File: src/rtl/hamming_pkg.sv
// ============================================================================
// hamming_pkg : Hamming(7,4) position map, flit layout, encode/syndrome helpers
// Revision    : 1.0
// ============================================================================
`default_nettype none

package hamming_pkg;

  localparam int CW_W   = 7;
  localparam int HDR_W  = 4;
  localparam int PLD_W  = 4;
  localparam int FLIT_W = CW_W + HDR_W;

  // Codeword index i holds Hamming position i+1; parity sits at powers of two.
  localparam int P1_IDX = 0;
  localparam int P2_IDX = 1;
  localparam int D0_IDX = 2;
  localparam int P4_IDX = 3;
  localparam int D1_IDX = 4;
  localparam int D2_IDX = 5;
  localparam int D3_IDX = 6;

  typedef struct packed {
    logic [CW_W-1:0]  cw;
    logic [HDR_W-1:0] hdr;
  } flit_t;

  function automatic logic [CW_W-1:0] hamming_encode(input logic [PLD_W-1:0] d);
    logic [CW_W-1:0] cw;
    cw         = '0;
    cw[D0_IDX] = d[0];
    cw[D1_IDX] = d[1];
    cw[D2_IDX] = d[2];
    cw[D3_IDX] = d[3];
    cw[P1_IDX] = d[0] ^ d[1] ^ d[3];
    cw[P2_IDX] = d[0] ^ d[2] ^ d[3];
    cw[P4_IDX] = d[1] ^ d[2] ^ d[3];
    return cw;
  endfunction

  // Non-zero result is the 1-based position of a single flipped bit.
  function automatic logic [2:0] hamming_syndrome(input logic [CW_W-1:0] cw);
    logic [2:0] s;
    s[0] = cw[P1_IDX] ^ cw[D0_IDX] ^ cw[D1_IDX] ^ cw[D3_IDX];
    s[1] = cw[P2_IDX] ^ cw[D0_IDX] ^ cw[D2_IDX] ^ cw[D3_IDX];
    s[2] = cw[P4_IDX] ^ cw[D1_IDX] ^ cw[D2_IDX] ^ cw[D3_IDX];
    return s;
  endfunction

endpackage

`default_nettype wire

File: src/rtl/hamming_fifo.sv
// ============================================================================
// hamming_fifo : DEPTH-entry valid/ready FIFO, registered ready, last-value hold
// Revision     : 1.0
// ============================================================================
`default_nettype none

module hamming_fifo #(
  parameter int WIDTH = 12,
  parameter int DEPTH = 2
) (
  input  logic             clk,
  input  logic             rst_n,
  input  logic             i_push_valid,
  output logic             o_push_ready,
  input  logic [WIDTH-1:0] i_push_data,
  output logic             o_pop_valid,
  input  logic             i_pop_ready,
  output logic [WIDTH-1:0] o_pop_data
);

  localparam int PTR_W = (DEPTH > 1) ? $clog2(DEPTH) : 1;
  localparam int OCC_W = $clog2(DEPTH + 1);
  localparam logic [PTR_W-1:0] c_ptr_last = PTR_W'(DEPTH - 1);
  localparam logic [OCC_W-1:0] c_depth    = OCC_W'(DEPTH);

  logic [WIDTH-1:0] r_mem [DEPTH];
  logic [PTR_W-1:0] r_wptr;
  logic [PTR_W-1:0] r_rptr;
  logic [OCC_W-1:0] r_occ;
  logic [WIDTH-1:0] r_last;
  logic             w_push;
  logic             w_pop;

  function automatic logic [PTR_W-1:0] f_next(input logic [PTR_W-1:0] p);
    return (p == c_ptr_last) ? '0 : p + PTR_W'(1);
  endfunction

  // Ready depends only on stored occupancy, so a pop never frees a slot the same cycle.
  assign o_push_ready = (r_occ < c_depth);
  assign o_pop_valid  = (r_occ != '0);
  assign o_pop_data   = o_pop_valid ? r_mem[r_rptr] : r_last;
  assign w_push       = i_push_valid & o_push_ready;
  assign w_pop        = o_pop_valid & i_pop_ready;

  always_ff @(posedge clk or negedge rst_n) begin
    if (!rst_n) begin
      for (int i = 0; i < DEPTH; i++) begin
        r_mem[i] <= '0;
      end
      r_wptr <= '0;
      r_rptr <= '0;
      r_occ  <= '0;
      r_last <= '0;
    end else begin
      if (w_push) begin
        r_mem[r_wptr] <= i_push_data;
        r_wptr        <= f_next(r_wptr);
      end
      if (w_pop) begin
        r_rptr <= f_next(r_rptr);
        r_last <= r_mem[r_rptr];
      end
      case ({w_push, w_pop})
        2'b10:   r_occ <= r_occ + OCC_W'(1);
        2'b01:   r_occ <= r_occ - OCC_W'(1);
        default: r_occ <= r_occ;
      endcase
    end
  end

endmodule

`default_nettype wire

File: src/rtl/hamming_ecu_tx.sv
// ============================================================================
// hamming_ecu_tx : Hamming(7,4) flit encoder with fault injection and counters
// Revision       : 1.0
// ============================================================================
`default_nettype none

module hamming_ecu_tx #(
  parameter int DEPTH = 2,
  parameter int CNT_W = 16
) (
  input  logic             clk,
  input  logic             rst_n,
  input  logic             in_valid,
  output logic             in_ready,
  input  logic [7:0]       in_data,
  input  logic [2:0]       inj_pos,
  output logic             out_valid,
  input  logic             out_ready,
  output logic [10:0]      out_data,
  output logic [CNT_W-1:0] pkt_count,
  output logic [CNT_W-1:0] inj_count
);

  import hamming_pkg::*;

  logic [CW_W-1:0]  w_cw_clean;
  logic [CW_W-1:0]  w_inj_mask;
  logic             w_inj;
  flit_t            w_flit;
  logic [FLIT_W:0]  w_entry;
  logic [FLIT_W:0]  w_head;
  logic [CNT_W-1:0] r_pkt_count;
  logic [CNT_W-1:0] r_inj_count;

  always_comb begin
    w_cw_clean = hamming_encode(in_data[7:4]);
    w_inj      = (inj_pos != 3'd0);
    w_inj_mask = w_inj ? (CW_W'(1) << (inj_pos - 3'd1)) : '0;
    w_flit.cw  = w_cw_clean ^ w_inj_mask;
    w_flit.hdr = in_data[3:0];
    w_entry    = {w_flit, w_inj};
  end

  hamming_fifo #(
    .WIDTH (FLIT_W + 1),
    .DEPTH (DEPTH)
  ) u_fifo (
    .clk          (clk),
    .rst_n        (rst_n),
    .i_push_valid (in_valid),
    .o_push_ready (in_ready),
    .i_push_data  (w_entry),
    .o_pop_valid  (out_valid),
    .i_pop_ready  (out_ready),
    .o_pop_data   (w_head)
  );

  assign out_data  = w_head[FLIT_W:1];
  assign pkt_count = r_pkt_count;
  assign inj_count = r_inj_count;

  // Counters track delivered flits, so they step on the output handshake only.
  always_ff @(posedge clk or negedge rst_n) begin
    if (!rst_n) begin
      r_pkt_count <= '0;
      r_inj_count <= '0;
    end else if (out_valid && out_ready) begin
      r_pkt_count <= r_pkt_count + CNT_W'(1);
      if (w_head[0]) begin
        r_inj_count <= r_inj_count + CNT_W'(1);
      end
    end
  end

endmodule

`default_nettype wire

File: config.mk
export PLATFORM = sky130hd
export DESIGN_NAME = hamming_ecu_tx
export DESIGN_NICKNAME = d
export VERILOG_FILES = /design/src/rtl/hamming_pkg.sv /design/src/rtl/hamming_fifo.sv /design/src/rtl/hamming_ecu_tx.sv
export SDC_FILE = /design/constraint.sdc
export NUM_CORES = 1
export LEC_CHECK = 0
export CAP_MARGIN = 20
export CORE_ASPECT_RATIO = 0.5
export CORE_MARGIN = 2
export CORE_UTILIZATION = 52
export CTS_CLUSTER_DIAMETER = 200
export DETAILED_ROUTE_END_ITERATION = 6
export PLACE_DENSITY = 0.77
export SLEW_MARGIN = 20
export SYNTH_ARGS = -nofsm -noshare
export SYNTH_HDL_FRONTEND = slang
export SYNTH_SLANG_ARGS = --single-unit
File: constraint.sdc
create_clock -name clk -period 2.13 [get_ports clk]
set_input_delay 0.426 -clock clk [delete_from_list [all_inputs] [get_ports clk]]
set_output_delay 0.426 -clock clk [all_outputs]
set_load 0.01 [all_outputs]
== Word level (Yosys, flattened, before mapping) ==
Index checks and enable logic that the tools add are counted.

* Add/sub/neg operators: 7
* Order comparisons: 4
* Equal/unequal tests: 2
* Shift-type cells: 1
* Multiplexer cells: 11
* Bitwise operators: 11
* Reductions and logical operators: 6

{| class="wikitable"
|+ Operator list
! kind !! count
|-
| 2-to-1 mux 12 bit || 5
|-
| adder 16 x 1 -> 16 bit, second input constant || 2
|-
| bitwise mux 24 bit || 1
|-
| demux 12 bit (select 1 bit) || 1
|-
| 2-to-1 mux 7 bit || 1
|-
| << shifter 1 x 3 -> 7 bit, first input constant || 1
|-
| XOR 7 bit || 1
|-
| XOR 1 bit || 6
|-
| >= comparator 2 bit, second input constant || 2
|-
| inverter 1 -> 2 bit || 2
|-
| case mux 2 bit (2 select lines) || 1
|-
| nonzero test 2 bit || 2
|-
| nonzero test 3 bit || 1
|-
| subtractor 3 x 1 -> 3 bit, second input constant || 1
|-
| adder 1 bit, second input constant || 2
|-
| adder 2 x 1 -> 2 bit, second input constant || 1
|-
| bitwise AND 1 bit || 2
|-
| equality test 2 x 1 -> 1 bit, second input constant || 1
|-
| equality test 2 bit, second input constant || 1
|-
| logical AND 1 bit || 2
|-
| < comparator 2 x 1 -> 1 bit, second input constant || 1
|-
| < comparator 2 bit, second input constant || 1
|-
| 2-to-1 mux 1 bit || 2
|-
| AND reduction 2 bit || 1
|-
| subtractor 2 x 1 -> 2 bit, second input constant || 1
|}

* Register bits after elaboration: 72
* Input bits: 15
* Logic and storage cells: 50

== Logic depth before layout (Yosys ltp) ==
Gate-level depths: netlist of the first run.

* Word-level depth: 6
* Gate-level depth with buffers: 6

== Cells and area by module ==
From an unflattened synthesis of the first run, not the netlist that was laid out.

* Cell total of the unflattened synthesis: 287
* Area, all modules: 3358.2 um2

{| class="wikitable"
|+ Modules (own cells, without submodules)
! module !! times used !! cells each !! area each (um2) !! seq. area each (um2)
|-
| hamming_fifo || 1 || 147 || 1778.0 || 1001.0
|-
| hamming_ecu_tx || 1 || 140 || 1580.3 || 800.8
|}

== Least setup slack after synthesis of the first run ==
Ideal clock, no wire load.

* Path type: reg2out
* From: reg u_fifo.r_occ[0]
* To: out out_data[1]
* Data arrival time: 1.285 ns
* Required time: 1.704 ns
* Setup slack: 0.419 ns
* Cell stages (with the launch flop): 5
* Buffers on the path: 2
* Cell sequence: dfrtp_1 > or2_2 > clkbuf_1 > clkbuf_1 > a21oi_1

* Word-level cells in the longest chain between the ends: 2

{| class="wikitable"
|+ RTL lines
! what !! line !! RTL
|-
| start, declared || hamming_fifo.sv:29 || <nowiki>logic [OCC_W-1:0] r_occ;</nowiki>
|-
| start signal, assigned || hamming_fifo.sv:64 || <nowiki>2'b10: r_occ <= r_occ + OCC_W'(1);</nowiki>
|-
| start signal, assigned || hamming_fifo.sv:65 || <nowiki>2'b01: r_occ <= r_occ - OCC_W'(1);</nowiki>
|-
| start signal, assigned || hamming_fifo.sv:66 || <nowiki>default: r_occ <= r_occ;</nowiki>
|-
| nonzero test 2 bit || hamming_fifo.sv:40 || <nowiki>assign o_pop_valid = (r_occ != '0);</nowiki>
|-
| via out_valid || hamming_ecu_tx.sv:17 || <nowiki>output logic out_valid,</nowiki>
|-
| 2-to-1 mux 12 bit || hamming_fifo.sv:41 || <nowiki>assign o_pop_data = o_pop_valid ? r_mem[r_rptr] : r_last;</nowiki>
|-
| end, declared || hamming_ecu_tx.sv:19 || <nowiki>output logic [10:0] out_data,</nowiki>
|}

The timed path passes the listed nets, and every way through them passes these cells.

== Worst setup path after layout of the first run ==
* From: reg u_fifo.r_occ[1]
* To: out out_valid

* Word-level cells in the longest chain between the ends: 1

{| class="wikitable"
|+ RTL lines
! what !! line
|-
| nonzero test 2 bit || hamming_fifo.sv:40
|-
| end, declared || hamming_ecu_tx.sv:17
|}

No other way between the ends.

==> metrics, run 1 <==
outcome finished clean; Mapped Area 3310 um2; delay-heaviest family, CP buffers and inverters; largest net degree at the start of global routing 29; clk root buf clkbuf_16; Psw 2.08 mW; placement-stage cell area about 4000 um2; Netlist cell types 31; share of power burned in the clock network about a quarter; PD cells 1400 nW/um2; CORE AREA 6110 um2; WL final approximately 7.1 mm; CP Data Arrival Time about 1700 ps; nature of the critical path endpoint output pin; Worst-Margin Slew 594 ps; Leakage 2.00 nW; Buf+Inv Stages, Crit Path 2; Sw Share 33.8%; Combinational Power Share between 30% and 40%; routed vias/inst 5.28; final std cells w/o fill 470; worst rel slew slack between 60% and 70%; RSZ-0062 raised after global routing false; sequential fraction of the synthesis area a little over half; htree depth 3; commonest non-fill, non-tap cell in the layout dfrtp_1; Critical Path Start u_fifo.r_occ[1]; drt pass-1 iters 4; flop2flop setup slack ~250 ps; final hold vios 0; Max stage delay cell, worst path clkdlybuf4s50_1; post-synth top area cell dfrtp_1; routability cong. between 0.7 and 0.8; latest clock arrival within the worst-skew pair around 320 ps; total grt overflow 0; post-placement cell count approximately 450; Die Y 60.4 um; Tightest Hold Check Type input pin to asynchronous set/reset pin; WS Path Type flip-flop to output pin; sequential group share of total power 35.9%; Max-cap violations 0; Int Pwr 4.06 mW; total number of vias 2,480; Die W between 100 and 150 um; synthesis-stage register bit count 71; commonest non-fill, non-tap cells in the layout dfrtp_1 (70), clkdlybuf4s50_1 (47), nand2_1 (36); antenna diode instance count 0; GRT Total Usage a little over a fifth; worst-case clock buffer depth 2; post-route cell area 4370 um2; worst r2r src u_fifo.r_occ[0]; syn_nets ~320; layout cells sized above 1 13.4%; Ys Warns 0; number of DRC violations after detailed-routing iteration 0 155; Ports 60; top post-synthesis cells by area dfrtp_1 (54%), xnor2_1 (6.6%), xor2_1 (5.8%); area grow syn2layout 32.2%; # DRC 0; routed len/inst between 15 and 20 um; clock input transition at the sequential cells of the worst setup and hold paths approximately 60 ps; CP Launch Type flip-flop; Die ar. approximately 7100 um2; EDFF count, synth 0; clock sinks between 70 and 80; fmax ~480 MHz; vias in the first global route between 2,000 and 2,500; first-pass GRT wire length 11.6 mm; initial antenna violation count 0; period utilisation layout 98.2%; Most used DFF post-synth dfrtp_1; post-synthesis cell count 306; crit path time final 2090 ps; Avg Inst Size Synth around 11 um2; row cnt 20; CP Cell Sequence or2_4 -> buf_4 -> clkdlybuf4s50_1; CTS buffer count 9; DP Wirelength 4.69 mm; worst vdd ir 0.827 mV; crit path max fanout 6; setup skew after layout 4.69 ps; Final Max Tran Viols 0; CP max stage delay 460 ps; # setup viols final 0; Yosys top cell area share a little over half; Crit path required time 1700 ps; CTS tree done; port bufs 59; Starting Density between 50% and 60%; ys async rst share 100%; Final nets roughly 400; Design Power 6.14 mW; antenna viol nets, final 0
## flip-flops by register name, indices dropped and copies added, names as in the netlist
register	cells
u_fifo.r_mem	24
u_fifo.r_rptr	1
pkt_count	16
u_fifo.r_last	11
u_fifo.r_wptr	1
inj_count	16
u_fifo.r_occ	2
## worst register-to-register path, delay by kind of cell (launching register included)
| family | cells | cell delay [ps] |
|---|---|---|
| compound gates | 1 | 430 |
| xor+xnor | 1 | 140 |
| buf+inv | 2 | 300 |
| flops | 1 | 430 |
| simple gates | 2 | 460 |
## metal layers
metal  part of all wire [%]  global-route usage (%)  vias up
met4                    1.2                    8.24        0
met2                     51                    38.3       51
li1                       -                       -     1174
met1                     44                    27.1     1247
met5                      0                       0        -
met3                    3.6                    5.69        8
## through the flow
step	utilization, %	hold WS (ps)	TNS, ps	setup WS [ps]
2_1_floorplan	-	130	0	419
3_3_place_gp	65.5	447	0	110
3_5_place_dp	65.5	457	0	62.6
4_1_cts	71.2	112	-167	-85.8
5_1_grt	71.6	147	0	2.38
6_report	71.6	105	0	37.8
## power by group through the flow
stage               Combinational, mW  Clock [mW]  Sequential (mW)
global placement                 2.28           0             2.15
floorplan                        1.37           0             2.16
CTS                              2.37        1.57             2.20
finish                           2.39        1.54             2.21
detailed placement               2.35           0             2.19
global route                     2.62        1.63             2.26
## timing repair
| item | CTS | global route |
|---|---|---|
| cloned | 2 | 0 |
| buffers inserted | 4 | 2 |
| pin swaps | 2 | 0 |
| hold buffers | 0 | 0 |
| setup endpoints to repair | 12 | 8 |
| resized for setup | 13 | 4 |
## cell type report
type / count / area [um2]
clock buffers: 12 / 236
clock inverters: 4 / 70.1
fillers: 466 / 1730
inverters: 4 / 17.5
multi-input cells: 218 / 1460
flip-flops and latches: 71 / 1780
well taps: 88 / 110
repair buffers: 73 / 697
## cells in the mapped netlist, types with 3 or more instances
cell,number
nor3_1,9
and4_1,5
mux2i_1,11
xnor2_1,25
ha_1,3
o21ai_0,19
clkbuf_1,8
nor2_1,26
nand4_1,5
inv_1,3
mux2_2,8
buf_2,5
xor2_1,22
dfrtp_1,71
nand2_1,36
nand3_1,10
a21oi_1,19
and3_1,3
## path summary, 6_finish.rpt
path | endpoint | cells past startpoint
max | out_valid | 3
min | u_fifo.r_occ[0] | 1
max reg2reg | inj_count[5] | 6
min reg2reg | inj_count[15] | 1
max in group asynchronous | u_fifo.r_mem[8] | 2
min in group clk | inj_count[15] | 1
## kinds of logic after synthesis
family | synth area share, %
buffers and inverters | 2.87
DFF | 53.7
adders and majority gates | 1.13
AOI/OAI and AO/OA | 6.01
xor gates and xnor gates | 12.4
and+or+nand+nor | 16.9
muxes | 6.96
No activity file was read; power rests on OpenSTA's default activity.
==> inputs of run 2 (changes only) <==
PLACE_DENSITY = unset   (was 0.77)
PLACE_DENSITY_LB_ADDON = 0.25   (was unset)
==> run 2 against run 1 <==
Worst setup slack improved by 63 ps. Clock skew hardly changed. Die area unchanged. Register-to-register slack improved by 140 ps. Routed wire length down 6.6%. Clock-buffer cell count rose by 1. Sequential power hardly changed. Maximum frequency grew 3.1%. Cell count decreased by 2.1%. Sequential share of layout area rose by 1.1 points. Non-clock buffer count down 6. Critical path type unchanged. Largest cell class unchanged.
==> metrics, run 2 (synthesis gave the netlist of run 1 again) <==
outcome finished clean; CP Data Arrival Time 1600 ps; nature of the critical path endpoint output pin; commonest non-fill, non-tap cell in the layout dfrtp_1; Max-cap violations 0; max reg flops 24; worst-case clock buffer depth 2; end of the worst register-to-register path inj_count[5]; placement-stage cell area 4000 um2; htree depth 3; hold_buf cts 0; fmax about 500 MHz; worst vdd ir approximately 0.90 mV; Starting Density 54.2%; CP Cell Sequence buf_4 -> mux2i_1 -> a21oi_1 -> dlygate4sd2_1; Final Max Tran Viols 0; Fill cells ~490; # DRC 0; routed len/inst 14.4 um; PD cells approximately 1300 nW/um2; setup skew after layout around 4.6 ps; WS Path Type flip-flop to output pin; CTS tree done; flop2flop setup slack 390 ps; RSZ-0062 raised after global routing false; clock sinks 71; routability cong. 0.797; worst r2r src u_fifo.r_occ[0]; total number of vias 2,380; routed vias/inst 5.17; layout cells sized above 1 10.8%; clk root buf clkbuf_16; Worst-Margin Slew 490 ps; period utilisation layout 95.3%; number of DRC violations after detailed-routing iteration 0 163; Leakage 1.94 nW; port bufs 59; antenna viol nets, final 0; vias in the first global route 2,456; crit path max fanout 5; total grt overflow 0; worst rel slew slack between 60% and 70%; delay-heaviest family, CP buffers and inverters; CORE AREA ~6100 um2; commonest non-fill, non-tap cells in the layout dfrtp_1 (70), clkdlybuf4s50_1 (46), nand2_1 (36); DP Wirelength 4.70 mm; CP max stage delay 430 ps; register with the most flip-flops u_fifo.r_mem; crit path time final between 2000 and 2500 ps; drt pass-1 iters 4; Die W 117 um; CP Launch Type flip-flop; Max stage delay cell, worst path dfrtp_2; first-pass GRT wire length 11.1 mm; final hold vios 0; # setup viols final 0; clock input transition at the sequential cells of the worst setup and hold paths approximately 50 ps; WL final 6.64 mm; CTS buffer count 9; Crit path required time 1700 ps; Ports 60; Tightest Hold Check Type input pin to asynchronous set/reset pin; GRT Total Usage 21.2%; row cnt 20; antenna diode instance count 0; largest net degree at the start of global routing 72; Final nets around 390; initial antenna violation count 0; Buf+Inv Stages, Crit Path 2; post-route cell area 4260 um2; latest clock arrival within the worst-skew pair 330 ps; setup TNS 0 ps; area grow syn2layout 28.7%; R2R cell count 6; Die Y approximately 60 um; Die ar. a little over 7000 um2
-- run 2: cell count changes in the layout (fill, tap and decap cells not counted), sizes merged --
cell / previous run / this run
or2: 3 / 1
clkinv: 2 / 1
clkbuf: 12 / 13
buf: 15 / 9
bufinv: 2 / 0
dlygate4sd2: 9 / 11
dlymetal6s2s: 2 / 1
clkdlybuf4s50: 47 / 46
-- run 2: where the power goes --
group | leakage, nW | internal, mW | switching [mW] | total, mW
registers | 0.881 | 1.83 | 0.369 | 2.20
logic | 0.929 | 1.09 | 1.10 | 2.19
clock network | 0.132 | 0.836 | 0.504 | 1.34
total | 1.94 | 3.76 | 1.97 | 5.73
-- run 2: worst reg2reg max path: stages, from the launching register on --
cell,delay [ps]
dfrtp_1,370
buf_4,150
o21ai_2,400
inv_4,110
and2_1,240
and4_4,210
xor2_1,130
-- run 2: worst max-delay path by stage --
| stage | start | cells past startpoint | endpoint |
|---|---|---|---|
| after floorplan | u_fifo.r_occ[0] | 4 | out_data[1] |
| after global placement | u_fifo.r_occ[1] | 3 | out_data[1] |
| after detailed placement | u_fifo.r_occ[1] | 3 | out_data[8] |
| after CTS | u_fifo.r_occ[1] | 2 | out_valid |
| after global routing | u_fifo.r_rptr | 4 | out_data[6] |
| final | u_fifo.r_rptr | 4 | out_data[5] |
-- run 2: stage by stage --
step	util, %	worst slack [ps]	hold slack, ps	total power, mW	instances
floorplan	-	419	130	3.54	306
global placement	65.5	104	458	4.44	446
detailed placement	65.5	51.4	462	4.56	446
CTS	69.7	58.3	128	5.80	460
global route	69.7	2.52	153	6.13	460
finish	69.7	101	124	5.73	460
-- run 2: routing by layer --
layer  vias to the layer above  GRT usage, %  part of all wire (%)
met5                         -             0                     0
met4                         0          11.6                   2.1
met3                        11          6.29                   4.1
met2                        53          36.2                    48
met1                      1159          24.9                    46
li1                       1157             -                     -
-- run 2: repair_timing --
| item | CTS | global route |
|---|---|---|
| gates resized for setup | 13 | 1 |
| setup endpoints to repair | 12 | 1 |
| setup buffers | 0 | 0 |
| pin swaps | 1 | 0 |
-- run 2: layout make-up --
| class | instances | area [um2] | share of cell area (%) |
|---|---|---|---|
| well taps | 88 | 110 | 2.59 |
| clock buffers | 13 | 260 | 6.11 |
| repair buffers | 67 | 647 | 15.2 |
| multi-input cells | 216 | 1440 | 33.8 |
| clock inverters | 1 | 5.00 | 0.118 |
| inverters | 4 | 17.5 | 0.412 |
| flip-flops and latches | 71 | 1780 | 41.8 |
==> inputs of run 3 (changes only) <==
SKIP_LAST_GASP = 1   (was unset)
==> run 3 against run 2 <==
First-iteration DRC count fell by 4.3%. Cell count rose by 0.43%. Combinational power up 4%. Utilization rose by 0.47 points. Sequential power is essentially flat. Cell area is 0.68% higher. Critical path type unchanged. Die area is the same. Sequential share of layout area is 0.25 points lower. Power grew 1.7%. Highest routed layer unchanged. Clock skew barely moved. Maximum frequency down 3.8%.
==> metrics, run 3 (synthesis gave the netlist of run 1 again) <==
Final Max Tran Viols 0; post-placement cell count 446; fmax 474 MHz; worst vdd ir 0.902 mV; CP Data Arrival Time 1680 ps; antenna viol nets, final 0; routed vias/inst 5.22; routability cong. 0.797; Starting Density 54.2%; drt pass-1 iters 4; final setup margin between 15 and 20 ps; routed len/inst between 10 and 15 um; area grow syn2layout 29.5%; Worst-Margin Slew around 490 ps; Crit path required time 1700 ps; CP Launch Type flip-flop; htree depth 3; worst rel slew slack 67.6%; antenna diode instance count 0; Fill cells 482; latest clock arrival within the worst-skew pair 330 ps; commonest non-fill, non-tap cells in the layout dfrtp_1 (69), clkdlybuf4s50_1 (47), nand2_1 (36); crit path max fanout 11; number of DRC violations after detailed-routing iteration 0 156; clk root buf clkbuf_16; commonest non-fill, non-tap cell in the layout dfrtp_1; clock input transition at the sequential cells of the worst setup and hold paths 50 ps; total number of vias 2,410; clock sinks slightly above 70; RSZ-0062 raised after global routing true; first-pass GRT wire length 11.1 mm; CORE AREA ~6100 um2; Design Power 5.83 mW; setup skew after layout 4.79 ps; Max-cap violations 0; PD cells about 1400 nW/um2; # setup viols final 0; GRT Total Usage 21.2%; worst-case clock buffer depth 2; initial antenna violation count 0; CTS tree done; WS Path Type flip-flop to output pin; Die Y about 60 um; register with the most flip-flops u_fifo.r_mem; nature of the critical path endpoint output pin; row cnt 20; hold slack 123 ps; CTS buffer count 9; period utilisation layout 99.1%; # DRC 0; Final nets 389; crit path time final 2110 ps; post-route cell area 4290 um2; final std cells w/o fill 462; largest net degree at the start of global routing 72; Tightest Hold Check Type input pin to asynchronous set/reset pin; Die ar. 7050 um2; outcome finished clean; total grt overflow 0; Ports 60; layout cells sized above 1 between 10% and 20%; Leakage roughly 2.0 nW; Placement Setup Slack 51.4 ps; DP Wirelength 4.70 mm; Post-CTS Setup Bufs 0; max reg flops 24; final hold vios 0; WL final 6.88 mm; port bufs 59; Die W about 120 um; vias in the first global route between 2,000 and 2,500; placement-stage cell area 4000 um2
==> run 3: what timing repair did <==
item / 4_1_cts / 5_1_grt
gates cloned: 0 / 2
setup endpoints to repair: 12 / 5
hold buffers: 0 / 0
pin swaps: 1 / 1
gates resized for setup: 9 / 6
endpoints found under the hold margin: 0 / 0
==> run 3: area by class of cell <==
type	count	area, um2	share of cell area (%)
Sequential cell	71	1780	41.5
Clock buffer	13	260	6.07
Timing Repair Buffer	67	659	15.4
Inverter	4	17.5	0.409
Tap cell	88	110	2.57
Clock inverter	1	5.00	0.117
Multi-Input combinational cell	218	1450	33.9
==> run 3: power breakdown <==
part	internal, mW	total [mW]	switching (mW)
Clock	0.836	1.34	0.505
Combinational	1.15	2.27	1.12
Sequential	1.83	2.22	0.389
Total	3.81	5.83	2.01
==> run 3: worst paths after layout <==
kind / from / to / slack, ps / cells after the start
hold / removal: rst_n / inj_count[12] / 120 / 2
min in group clk: inj_count[15] / inj_count[15] / 460 / 1
hold reg to reg: inj_count[15] / inj_count[15] / 460 / 1
setup / recovery: u_fifo.r_occ[1] / out_data[6] / 20 / 4
setup reg to reg: u_fifo.r_occ[0] / inj_count[5] / 310 / 6
max in group asynchronous: rst_n / u_fifo.r_occ[1] / 1700 / 2
==> run 3: critical path, stage by stage, from the launching register on <==
cell           delay (ps)
dfrtp_2               450
or2_2                 430
nor2_1                130
a21oi_1                50
dlygate4sd2_1         290
==> run 3: stage by stage <==
| stage | setup TNS, ps | utilization [%] |
|---|---|---|
| after floorplan | 0 | - |
| after global placement | 0 | 65.5 |
| after detailed placement | 0 | 65.5 |
| after CTS | -482 | 69.8 |
| after global routing | -291 | 70.2 |
| final | 0 | 70.2 |
==> run 3: metal layers <==
layer / track usage [%] / share of wire, % / wire length (um)
met1: 24.9 / 46 / 3200
met2: 36.2 / 47 / 3270
met3: 6.29 / 4.1 / 280
met4: 11.6 / 2.0 / 138
met5: 0 / 0 / 0
